==> config.mk <==
export PLATFORM = sky130hd
export DESIGN_NAME = fifo_stream_reader
export DESIGN_NICKNAME = d
export VERILOG_FILES = /design/src/rtl/fifo_stream_reader.sv
export SDC_FILE = /design/constraint.sdc
export NUM_CORES = 1
export LEC_CHECK = 0
export CAP_MARGIN = 5
export CORE_ASPECT_RATIO = 1.2
export CORE_MARGIN = 5
export CORE_UTILIZATION = 47
export CTS_CLUSTER_DIAMETER = 30
export CTS_CLUSTER_SIZE = 8
export DETAILED_ROUTE_END_ITERATION = 16
export PLACE_DENSITY = 0.79
export SLEW_MARGIN = 20
export SYNTH_ARGS = -nofsm -noshare
export SYNTH_HDL_FRONTEND = slang
export SYNTH_SLANG_ARGS = --single-unit
==> constraint.sdc <==
create_clock -name clk -period 2.85 [get_ports clk]
set_clock_uncertainty 0.05 [all_clocks]
set_input_delay 0.4275 -clock clk [delete_from_list [all_inputs] [get_ports clk]]
set_output_delay 0.4275 -clock clk [all_outputs]
set_load 0.05 [all_outputs]
==> src/rtl/fifo_stream_reader.sv <==
// Drains a show-ahead FIFO into a valid/ready stream through a two-entry registered buffer.
// Define FIFO_STREAM_READER_LAST_EN to enable the packet beat counter driving m_last_o.
module fifo_stream_reader #(
   parameter int DW     = 32,
   parameter int BEAT_W = 8
) (
   input  logic              clk,
   input  logic              rst,
   input  logic [DW-1:0]     fifo_data_i,
   input  logic              fifo_empty_i,
   output logic              fifo_rd_en_o,
   input  logic              flush_i,
   output logic              m_valid_o,
   input  logic              m_ready_i,
   output logic [DW-1:0]     m_data_o,
   output logic              m_last_o,
   input  logic [BEAT_W-1:0] burst_len_i,
   output logic              busy_o
);

   typedef enum logic [1:0] {
      S_EMPTY = 2'd0,
      S_ONE   = 2'd1,
      S_TWO   = 2'd2
   } state_t;

   state_t        state_p0, state_nxt;
   logic [DW-1:0] main_p1, skid_p0;
   logic          push, pop;
   logic          ld_main_fifo, ld_main_skid, ld_skid;

   // Pop decision uses only registered state so m_ready_i never reaches the FIFO combinationally
   assign fifo_rd_en_o = ~fifo_empty_i & (state_p0 != S_TWO) & ~flush_i & ~rst;
   assign m_valid_o    = (state_p0 != S_EMPTY);
   assign busy_o       = m_valid_o;
   assign m_data_o     = main_p1;
   assign push         = fifo_rd_en_o;
   assign pop          = m_valid_o & m_ready_i;

   always_comb begin
      state_nxt    = state_p0;
      ld_main_fifo = 1'b0;
      ld_main_skid = 1'b0;
      ld_skid      = 1'b0;
      if (flush_i) begin
         state_nxt = S_EMPTY;
      end else begin
         case (state_p0)
            S_EMPTY: begin
               if (push) begin
                  state_nxt    = S_ONE;
                  ld_main_fifo = 1'b1;
               end
            end
            S_ONE: begin
               if (push && !pop) begin
                  state_nxt = S_TWO;
                  ld_skid   = 1'b1;
               end else if (push && pop) begin
                  ld_main_fifo = 1'b1;
               end else if (pop) begin
                  state_nxt = S_EMPTY;
               end
            end
            S_TWO: begin
               if (pop) begin
                  state_nxt    = S_ONE;
                  ld_main_skid = 1'b1;
               end
            end
            default: state_nxt = S_EMPTY;
         endcase
      end
   end

   always_ff @(posedge clk) begin
      if (rst) state_p0 <= S_EMPTY;
      else     state_p0 <= state_nxt;
   end

   // Output stage: main register is cleared on reset so m_data_o reads 0 afterwards
   always_ff @(posedge clk) begin
      if (rst)               main_p1 <= '0;
      else if (ld_main_fifo) main_p1 <= fifo_data_i;
      else if (ld_main_skid) main_p1 <= skid_p0;
   end

   always_ff @(posedge clk) begin
      if (ld_skid) skid_p0 <= fifo_data_i;
   end

`ifdef FIFO_STREAM_READER_LAST_EN
   localparam logic [BEAT_W-1:0] BEAT_ONE = {{(BEAT_W-1){1'b0}}, 1'b1};

   logic [BEAT_W-1:0] beat_cnt_p0, eff_len;

   // Live compare: shrinking burst_len_i mid-packet closes the packet on the next beat
   assign eff_len  = (burst_len_i == '0) ? BEAT_ONE : burst_len_i;
   assign m_last_o = m_valid_o & (beat_cnt_p0 >= (eff_len - BEAT_ONE));

   always_ff @(posedge clk) begin
      if (rst || flush_i) beat_cnt_p0 <= '0;
      else if (pop)       beat_cnt_p0 <= m_last_o ? '0 : (beat_cnt_p0 + BEAT_ONE);
   end
`else
   logic unused_burst_len;

   assign unused_burst_len = ^burst_len_i;
   assign m_last_o         = 1'b0;
`endif

endmodule
* After elaboration in Yosys (flattened, before gate mapping)
Cells that the tools add are included.
Word-level totals: output and inout bits 36, logic and storage cells 44, bits in registers 66, bits of input ports 45
Cells by class: bitwise gates (word level) 7, equal/unequal tests 7, multiplexer cells 19, reduce and logical (&&, ||, !) cells 8
Operators with widths (number):
- $mux 32 | 2
- $mux 1 | 10
- $mux 2 | 5
- $ne 2x2->1 const B | 3
- $ne 3x3->1 const B | 2
- $pmux 2 s3 | 1
- $and 1x1->1 | 4
- $reduce_and 4->1 | 1
- $reduce_bool 2->1 | 2
- $not 1->1 | 3
- $eq 2x1->1 const B | 1
- $eq 2x2->1 const B | 1
- $logic_and 1x1->1 | 2
- $logic_not 2->1 | 1
- $pmux 1 s2 | 1
- $reduce_or 2->1 | 1
- $logic_not 1->1 | 1

* Logic depth before layout (Yosys ltp)
depth after elaboration 10, depth in mapped cells 7, depth with buffers taken out 3

* Least setup slack after synthesis
No wires, ideal clock.
path kind input -> output, start in rst, end out fifo_rd_en_o, data arrival time 2.109 ns, setup slack 0.263 ns, data required time 2.372 ns, buffers on the path 1, cell stages on the path 2, cells stage by stage buf_2 nor4_1
On the way: longest elaborated chain between the ends 2
RTL lines:
- from (decl) | line 8 | input logic rst,
- $not 1->1 | line 33 | assign fifo_rd_en_o = ~fifo_empty_i & (state_p0 != S_TWO) & ~flush_i & ~rst;
- $and 1x1->1 | line 33
- to (decl) | line 11 | output logic fifo_rd_en_o,
Every way passes these cells.

* Worst setup path after layout
start reg state_p0[0], end out m_valid_o
On the way: longest elaborated chain between the ends 1
RTL lines:
- from (decl) | line 27 | state_t state_p0, state_nxt;
- from (signal assigned) | line 78 | else state_p0 <= state_nxt;
- $reduce_bool 2->1 | line 34 | assign m_valid_o = (state_p0 != S_EMPTY);
- to (decl) | line 13 | output logic m_valid_o,
Every way passes these cells.

==> out/qor_table.md <==
| Group | Item | Value |
|---|---|---|
| power | Power density over cell area | 583.4 nW/um^2 |
| logic synthesis | Syn avg cell area | 11.53 sq um |
| routing | Routed wire length | 6.811 mm |
| logic synthesis | Seq/Total Area, Yosys | 59.10% |
| die | Die extent in y | 94.21 microns |
| die | I/O pins | 81 |
| die | Placeable Area | 5705 sq um |
| timing | Number of endpoints failing setup at the final stage | 0 |
| layout | Sequential cell area in the final layout | 1642 sq um |
| layout | Layout fillers | 470 |
| layout | Number of inserted diodes | 0 |
| timing | Minimum period implied by the final worst setup slack | 2271 ps |
| cts | Clock latency reported for the late side of the worst-skew pair | 330 ps |
| global route | Number of antenna violations at the first check in global routing | 0 |
| cts | CTS Buf Count | 9 |
| critical path | Sort of element at the end of the critical path | primary output |
| routing | Final ANT Viol Nets | 0 |
| layout | Core Util, Final | 65.94% |
| critical path | Setup slack of the most critical reg-to-reg path | 930 ps |
| logic synthesis | Summed instance area of the synthesized netlist | 2778 sq um |
| cts | Clk Tree Root Cell | sky130_fd_sc_hd__clkbuf_8 |
| cts | Buffer depth of the longest clock path | 2 |
| timing | Max-slew headroom | 63.86% |
| power | Static Leakage | 1.199 nW |
| cts | CTS clk-pin slew, worst paths | 70 ps |
| critical path | Number of cells on the worst reg-to-reg path | 5 |
| global route | Total routing usage reported by global routing | 18.65% |
| cts | Count of hold-fix buffers inserted at cts | 0 |
| logic synthesis | Yosys synthesis warning count | 0 |
| cts | Number of sinks handled by clock tree synthesis | 66 |
| timing | Worst slew pin tran | 540.3 ps |
| timing | Unrepaired setup endpoints after global routing | false |
| cts | CTS H-Tree Depth | 3 |
| routing | Vias after detailed routing | 2115 |
| logic synthesis | Number of standard cells after synthesis | 241 |
| outcome | Outcome | complete, no violations |
| critical path | Required time of the critical path | 2370 ps |
| placed design | Number of input and output port buffers inserted | 71 |
| logic synthesis | Distinct cell type count after synthesis | 24 |
| placed design | Final HPWL from detailed placement | 4.439 mm |
| critical path | Kind of start point of the critical path | flip-flop |
| cts | CTS tree | yes |
| routing | Number of detailed-routing iterations run before antenna repair | 4 |
| layout | Most common cell after layout, fill and taps aside | sky130_fd_sc_hd__clkdlybuf4s50_1 |
| layout | Most frequent cells in the layout | sky130_fd_sc_hd__clkdlybuf4s50_1 (69), sky130_fd_sc_hd__nand2_1 (65), sky130_fd_sc_hd__dfxtp_1 (34) |
| timing | Final Max Slew Viols | 0 |
| routing | DRC Markers | 0 |
| routing | Detailed router's first-iteration violation count | 125 |
| layout | Area overhead of the layout relative to synthesis | 35.45% |
| die | Width of the die | 80.18 microns |
| timing | Crit share post-route | 79.69% |
| global route | Remaining Overflow, GRT | 0 |
| power | Worst vdd ir | 422.8 uV |
| worst hold path | Worst Hold Class | flip-flop to flip-flop |
| routing | Mean routed wirelength per cell | 17.38 microns |
| job | Max-cap check violation count | 0 |
| cts | Post-CTS Resized | 0 |
| critical path | Arrival time at the worst endpoint | 1790 ps |
| critical path | Critical-path maximum fanout | 8 |
| global route | Largest net degree at the start of global routing | 34 |
| global route | Number of global-route vias before repair | 2205 |
| logic synthesis | Flip-flop and latch count after synthesis | 66 |
| cts | Post-CTS setup buffer count | 0 |
| critical path | Worst setup path category | flip-flop to primary output |
| timing | Max Clock Freq | 0.4403 GHz |
| die | Die Footprint | 7553 sq um |
| logic synthesis | Net count of the mapped netlist | 286 |
| placed design | Weighted congestion at the end of routability-driven global placement | 0.7690 |
| layout | Area of combinational cells with multiple inputs | 1017 sq um |
| die | Initial Utilization | 48.68% |
| worst hold path | Number of instances on the worst hold path | 2 |
| routing | Detailed-route vias per instance | 5.395 |
| die | Number of rows in the core area | 30 |
| global route | First-pass GRT wire length | 10.88 mm |
| layout | Fraction of layout cells with a size suffix above 1 | 19.23% |
| timing | Final Hold Viols | 0 |
| timing | TNS Setup | 0 ps |
| layout | Total number of nets in the final design | 352 |
==> metrics by stage <==
step	hold WS [ps]	power [mW]	cells	area, sq um	setup WS (ps)
floorplan	454.5	1.235	241	2778	263.4
global placement	426.2	1.358	376	3550	477.3
detailed placement	433.6	1.360	376	3550	464.1
CTS	444.3	2.207	392	3762	562.2
global route	469.8	2.280	392	3762	492.2
finish	438.0	2.195	392	3762	578.8
==> final timing paths <==
check / end / start
setup reg to reg: m_data_o[17]$_SDFFE_PP0P_ / state_p0[0]$_SDFFE_PP0P_
hold / removal: m_data_o[1]$_SDFFE_PP0P_ / m_data_o[1]$_SDFFE_PP0P_
setup / recovery: m_valid_o / state_p0[0]$_SDFFE_PP0P_
hold reg to reg: m_data_o[1]$_SDFFE_PP0P_ / m_data_o[1]$_SDFFE_PP0P_
==> critical path, stage by stage (launching register included) <==
cell,delay [ps]
sky130_fd_sc_hd__dfxtp_1,490
sky130_fd_sc_hd__or2_2,180
sky130_fd_sc_hd__clkdlybuf4s50_1,800
==> Yosys cell counts <==
cell type / number / area [sq um]
sky130_fd_sc_hd__or2_2: 2 / 12.51
sky130_fd_sc_hd__and3_1: 1 / 6.260
sky130_fd_sc_hd__edfxtp_1: 32 / 960.9
sky130_fd_sc_hd__buf_2: 2 / 10.01
sky130_fd_sc_hd__a21oi_1: 3 / 15.01
sky130_fd_sc_hd__buf_6: 4 / 45.04
sky130_fd_sc_hd__a311oi_2: 30 / 450.4
sky130_fd_sc_hd__a311oi_1: 2 / 17.52
sky130_fd_sc_hd__conb_1: 1 / 3.750
sky130_fd_sc_hd__buf_4: 2 / 15.01
sky130_fd_sc_hd__nor2_1: 2 / 7.510
sky130_fd_sc_hd__nor4bb_1: 1 / 10.01
sky130_fd_sc_hd__nand2_1: 65 / 244.0
sky130_fd_sc_hd__nand3b_1: 1 / 7.510
sky130_fd_sc_hd__or4bb_1: 1 / 11.26
sky130_fd_sc_hd__or4_1: 1 / 7.510
sky130_fd_sc_hd__nor3_1: 32 / 160.2
sky130_fd_sc_hd__dfxtp_1: 34 / 680.7
sky130_fd_sc_hd__clkbuf_1: 18 / 67.56
sky130_fd_sc_hd__nor4_1: 2 / 12.51
sky130_fd_sc_hd__or2_1: 1 / 6.260
sky130_fd_sc_hd__nand2b_1: 1 / 6.260
sky130_fd_sc_hd__nor2b_1: 2 / 12.51
sky130_fd_sc_hd__o21a_1: 1 / 7.510
==> report_power, final <==
group / total, mW / leakage [nW] / switching [mW] / internal [mW]
Clock: 0.856 / 0.105 / 0.340 / 0.516
Sequential: 1.04 / 0.566 / 0.0155 / 1.02
Combinational: 0.304 / 0.528 / 0.180 / 0.124
==> layout make-up <==
cell class / instances / area share, %
Timing Repair Buffer: 81 / 21.02
Sequential cell: 66 / 43.63
Clock buffer: 13 / 3.957
Tap cell: 80 / 2.660
Multi-Input combinational cell: 149 / 27.04
Clock inverter: 3 / 1.696
==> routing by layer <==
metal  GRT usage, %  vias up  wire (microns)
met3          4.415        8             267
li1               -     1013               -
met2          31.35       57            3423
met1          23.04     1037            3018
met5              0        -               0
met4          6.901        0             102
==> flip-flops by register name, indices dropped and copies added, names as in the netlist <==
signal,count
m_data_o,32
skid_p0,32
state_p0,2
==> kinds of logic after synthesis <==
family | Yosys count | share of synthesized area [%]
compound gates | 36 | 17.66
buf+inv | 26 | 4.955
flops | 66 | 59.10
other cells | 1 | 0.1350
simple gates | 112 | 18.15
Note: power is estimated with default switching activity, not from simulation.
